### src/rtl/counter_pkg.sv
// Shared constants and helpers for the synchronous modulo counter family.
package counter_pkg;

  localparam logic DIR_UP    = 1'b1;
  localparam logic DIR_DOWN  = 1'b0;
  localparam logic MODE_WRAP = 1'b0;
  localparam logic MODE_SAT  = 1'b1;

  // True when a parallel-load value lies outside 0..max_val and must be clamped.
  function automatic logic exceeds_max(input logic [31:0] val, input logic [31:0] max_val);
    return (val > max_val);
  endfunction

endpackage

### src/rtl/counter_step.sv
// Combinational single-step logic: next count plus end-of-range and wrap flags.
module counter_step
  import counter_pkg::*;
#(
  parameter int NBIT    = 4,
  parameter int MAX_VAL = 2**NBIT-1
) (
  input  logic [NBIT-1:0] q,
  input  logic            dir,
  input  logic            sat_mode,
  output logic [NBIT-1:0] q_next,
  output logic            at_end,
  output logic            wrap_next
);

  // One extra bit keeps MAX_VAL = 2**NBIT-1 from aliasing on increment.
  localparam logic [NBIT:0] MAX_EXT = (NBIT+1)'(MAX_VAL);

  logic [NBIT:0] q_ext;
  logic [NBIT:0] sum_ext;

  assign q_ext = {1'b0, q};

  always_comb begin
    sum_ext   = q_ext;
    at_end    = 1'b0;
    wrap_next = 1'b0;
    if (dir == DIR_UP) begin
      if (q_ext == MAX_EXT) begin
        at_end = 1'b1;
        if (sat_mode == MODE_WRAP) begin
          sum_ext   = '0;
          wrap_next = 1'b1;
        end
      end else begin
        sum_ext = q_ext + 1'b1;
      end
    end else begin
      if (q_ext == '0) begin
        at_end = 1'b1;
        if (sat_mode == MODE_WRAP) begin
          sum_ext   = MAX_EXT;
          wrap_next = 1'b1;
        end
      end else begin
        sum_ext = q_ext - 1'b1;
      end
    end
  end

  assign q_next = sum_ext[NBIT-1:0];

endmodule

### src/rtl/sync_mod_counter.sv
// Synchronous up/down modulo counter with load, set, wrap/saturate and cascade tc.
// Optional sticky overflow flag enabled by defining SYNC_MOD_COUNTER_OVF_STICKY_EN.
module sync_mod_counter
  import counter_pkg::*;
#(
  parameter int NBIT    = 4,
  parameter int MAX_VAL = 2**NBIT-1,
  parameter int RST_VAL = 0
) (
  input  logic            clk,
  input  logic            rst,
  input  logic            en,
  input  logic            set_signal,
  input  logic            load,
  input  logic [NBIT-1:0] load_val,
  input  logic            dir,
  input  logic            sat_mode,
`ifdef SYNC_MOD_COUNTER_OVF_STICKY_EN
  input  logic            ovf_clr,
  output logic            ovf,
`endif
  output logic [NBIT-1:0] Q,
  output logic            tc,
  output logic            wrap
);

  generate
    if (NBIT < 1 || MAX_VAL < 1 || MAX_VAL > (2**NBIT)-1 || RST_VAL < 0 || RST_VAL > MAX_VAL) begin : g_bad_params
      $error("sync_mod_counter: illegal NBIT/MAX_VAL/RST_VAL combination");
    end
  endgenerate

  localparam logic [NBIT-1:0] MAX_Q = NBIT'(MAX_VAL);
  localparam logic [NBIT-1:0] RST_Q = NBIT'(RST_VAL);

  logic [NBIT-1:0] q_q, q_d;
  logic            wrap_q, wrap_d;
  logic [NBIT-1:0] step_q;
  logic            step_at_end;
  logic            step_wrap;

  counter_step #(
    .NBIT    (NBIT),
    .MAX_VAL (MAX_VAL)
  ) u_step (
    .q         (q_q),
    .dir       (dir),
    .sat_mode  (sat_mode),
    .q_next    (step_q),
    .at_end    (step_at_end),
    .wrap_next (step_wrap)
  );

  always_comb begin
    q_d    = q_q;
    wrap_d = 1'b0;
    if (set_signal) begin
      q_d = MAX_Q;
    end else if (load) begin
      q_d = exceeds_max(32'(load_val), 32'(MAX_VAL)) ? MAX_Q : load_val;
    end else if (en) begin
      q_d    = step_q;
      wrap_d = step_wrap;
    end
  end

  always_ff @(posedge clk) begin
    if (rst) begin
      q_q    <= RST_Q;
      wrap_q <= 1'b0;
    end else begin
      q_q    <= q_d;
      wrap_q <= wrap_d;
    end
  end

`ifdef SYNC_MOD_COUNTER_OVF_STICKY_EN
  logic ovf_q, ovf_d;

  // A step attempted at the range end either wraps or is blocked by saturation; set beats clear.
  always_comb begin
    ovf_d = ovf_q;
    if (ovf_clr) begin
      ovf_d = 1'b0;
    end
    if (!set_signal && !load && en && step_at_end) begin
      ovf_d = 1'b1;
    end
  end

  always_ff @(posedge clk) begin
    if (rst) begin
      ovf_q <= 1'b0;
    end else begin
      ovf_q <= ovf_d;
    end
  end

  assign ovf = ovf_q;
`endif

  assign Q    = q_q;
  assign wrap = wrap_q;
  assign tc   = en & step_at_end;

endmodule

### config.mk
export PLATFORM = sky130hd
export DESIGN_NAME = sync_mod_counter
export DESIGN_NICKNAME = d
export VERILOG_FILES = /design/src/rtl/counter_pkg.sv /design/src/rtl/counter_step.sv /design/src/rtl/sync_mod_counter.sv
export SDC_FILE = /design/constraint.sdc
export NUM_CORES = 1
export LEC_CHECK = 0
export ABC_AREA = 1
export BUFFER_PORTS_ARGS = -buffer_cell sky130_fd_sc_hd__buf_2
export CAP_MARGIN = 20
export CELL_PAD_IN_SITES_DETAIL_PLACEMENT = 1
export CELL_PAD_IN_SITES_GLOBAL_PLACEMENT = 1
export CORE_MARGIN = 10
export CORE_UTILIZATION = 28
export CTS_CLUSTER_SIZE = 25
export DETAILED_ROUTE_END_ITERATION = 12
export GPL_TIMING_DRIVEN = 1
export PLACE_DENSITY = 0.73
export SYNTH_ARGS = -nofsm -noshare
export SYNTH_HDL_FRONTEND = slang
export SYNTH_SLANG_ARGS = --single-unit
### constraint.sdc
create_clock -name clk -period 1.3 [get_ports clk]
set_input_delay 0.065 -clock clk [delete_from_list [all_inputs] [get_ports clk]]
set_output_delay 0.065 -clock clk [all_outputs]
set_load 0.02 [all_outputs]
==> impl_metrics.tcl <==
set metrics [dict create \
    fin_crit_sh 1.09 \
    vias_per_cell 4.70 \
    wire_per_inst_um 13.6 \
    ys_top_cells_by_area "dfxtp_1, nand2_1, inv_1" \
    dp_hpwl_um 1370 \
    antenna_found_initial 0 \
    slowest_delay_ns 0.39 \
    crit_buf_inv 3 \
    tightest_slew_ns 0.229 \
    crit_arrival_ns 1.36 \
    rows 15 \
    via_count 611 \
    grtUsageTotal 0.0924 \
    grt_pass1_vias 635 \
    diodes 0 \
    clk_pin_slew_ns 0.05 \
    drt_iter0_drc 8 \
    postRouteWirelength_um 1770 \
    required_ns 1.24 \
    yosysTopAreaCell "dfxtp_1" \
    min_path_type "input port to register" \
    timing.hold.ws_ns 0.106 \
    drv_slew 0 \
    critPathTopFamily "flip-flops" \
    initial_core_util 0.292 \
    syn_area_um2 493 \
    place_congestion 0.780 \
    fmax_mhz 703 \
    skew_ns 0.0102 \
    die-area_um2 3840 \
    ys_top_cells_by_count "nand2_1, inv_1, nor2_1" \
    fp.dieH_um 62.0 \
    hold_violations 0 \
    min_period_ns 1.42 \
    min_from "sat_mode" \
    worst_setup_path_start_kind "register" \
    ioPinCount 17 \
    synth-edff-count 0 \
    postSynthCellCount 81 \
    overflow 0 \
    rsz0062_at_grt "true" \
    drive_gt1_frac 0.504 \
    cp_max_fo 5 \
    finalNetCount 127 \
    slowest_stage "dfxtp_4" \
    netlist.area_leader.share 0.203 \
    synth_ff_type "dfxtp_1" \
    cts_sinks 5 \
    crit_chain "ha_4, nand2_2, clkinv_2, nand2_4, buf_6, a21oi_2, buf_6" \
    grt_max_degree 7 \
    fin_cells 130 \
    power.leakage_nw 0.446 \
    synth.most_common_cell "nand2_1" \
    worstSetupEndpointType "output port" \
    yosys_warnings 0 \
    setup.worst_path.start "Q[0]$_SDFFE_PP0P_" \
    numPlacedInstances 120 \
    core-area_um2 1690 \
    ant_nets 0 \
    r2r-start "Q[0]$_SDFFE_PP0P_" \
    cts_tree "built" \
    synthesis.nets 94 \
    finalWorstSetupSlack_ns -0.122 \
    areaGrowthSynthToFinish_pct 59.1 \
    grt_pass1_wl_um 2730 \
    power_density_nw_per_um2 819 \
    setup_viol 4 \
    async_flop_share 0 \
    yosysUniqueCellTypes 18 \
    fp.dieW_um 62.0 \
    cap_viol_max_count 0 \
    firstDrtPassIters 3 \
    ys_seq_area_frac 0.203 \
    clkLatencyLatePin_ns 0.25 \
    critPathKind "register to output port" \
    status "finished, violations left" \
    nFillCells 233 \
    clockBufferDepth 2 \
    finalSetupTns_ns -0.346 \
    port_buffers 16 \
    violations "negative setup slack" \
    crit_top_cell "buf_6" \
    cts_max_level 1 \
    numCtsBuffers 3 \
    clockRootBuffer "clkbuf_4" \
    drc_errors 0 \
    peakVddDrop_mv 0.321 \
    slew_headroom 0.847 \
    ys_ff_latch 5 \
    avgSynthCellArea_um2 6.09 \
]
==> worst min-delay path, delay by kind of cell <==
family,cells,cell delay (ns)
buf+inv,2,0.11
simple gates,2,0.14
==> final timing paths <==
check	endpoint	slack (ns)	depth (start not counted)
worst max-delay path	tc	-0.12	7
worst min-delay path	wrap$_SDFF_PP0_	0.11	4
worst max register to register	Q[3]$_SDFFE_PP0P_	-0.09	10
worst min register to register	Q[0]$_SDFFE_PP0P_	0.62	2
==> flip-flops by register name (all words and copies together), names as in the netlist <==
signal  cells
Q           4
wrap        1
==> repair_timing <==
item	CTS	global route
buffers inserted	2	3
gates resized for setup	14	10
pin swaps	4	8
setup endpoints to repair	5	5
hold buffers	1	0
hold endpoints to repair	1	0
==> where the power goes <==
part           total [mW]  switching (mW)  internal, mW
Sequential          0.190          0.0241         0.166
Combinational       0.265           0.145         0.120
Clock               0.187          0.0705         0.116
Total               0.643           0.240         0.403
==> cell type report <==
cell class | instances | area [um^2] | area share
Sequential cell | 5 | 108 | 0.137
Clock buffer | 4 | 26.3 | 0.0335
Inverter | 17 | 70.1 | 0.0893
Timing Repair Buffer | 29 | 190 | 0.242
Tap cell | 17 | 21.3 | 0.0271
Multi-Input combinational cell | 58 | 369 | 0.470
==> metal layers <==
layer,share of wire,track usage,vias up
met5,0,0,-
met4,0.0057,0.0382,0
met3,0.034,0.0122,2
met2,0.49,0.156,13
met1,0.47,0.114,281
li1,-,-,315
==> kinds of logic (layout without fill, tap and decap cells) <==
kind of cell / count (synthesis) / after routing / synth area share
AND/OR/NAND/NOR: 44 / 44 / 0.457
adder cells (fa/ha/maj): 2 / 2 / 0.0508
AO/OA/AOI/OAI: 12 / 12 / 0.137
flip-flops: 5 / 5 / 0.203
buffers and inverters: 18 / 50 / 0.152
==> metrics by stage <==
stage | power [mW] | util | cell area (um^2) | setup WS, ns
global placement | 0.392 | 0.381 | 643 | -0.0802
CTS | 0.625 | 0.439 | 742 | -0.143
floorplan | 0.316 | - | 500 | 0.0193
finish | 0.643 | 0.464 | 785 | -0.122
global route | 0.692 | 0.464 | 785 | -0.189
detailed placement | 0.400 | 0.381 | 643 | -0.113
==> layout by cell type (no fill, tap or decap) <==
cell type,count
nand2_1,17
nor2_4,2
buf_6,2
clkinv_2,1
a21oi_1,2
o21ai_0,2
dfxtp_4,2
ha_4,2
nand3_1,5
o21ai_1,5
inv_1,11
buf_4,11
clkbuf_1,1
nand2_2,4
nor2_1,6
clkbuf_4,3
inv_2,3
a21oi_2,3
dfxtp_1,3
nand3_4,1
nand2_4,3
inv_4,2
buf_2,15
nor2_2,3
nand4_1,3
dlygate4sd3_1,1
(Power assumes the default switching activity.)
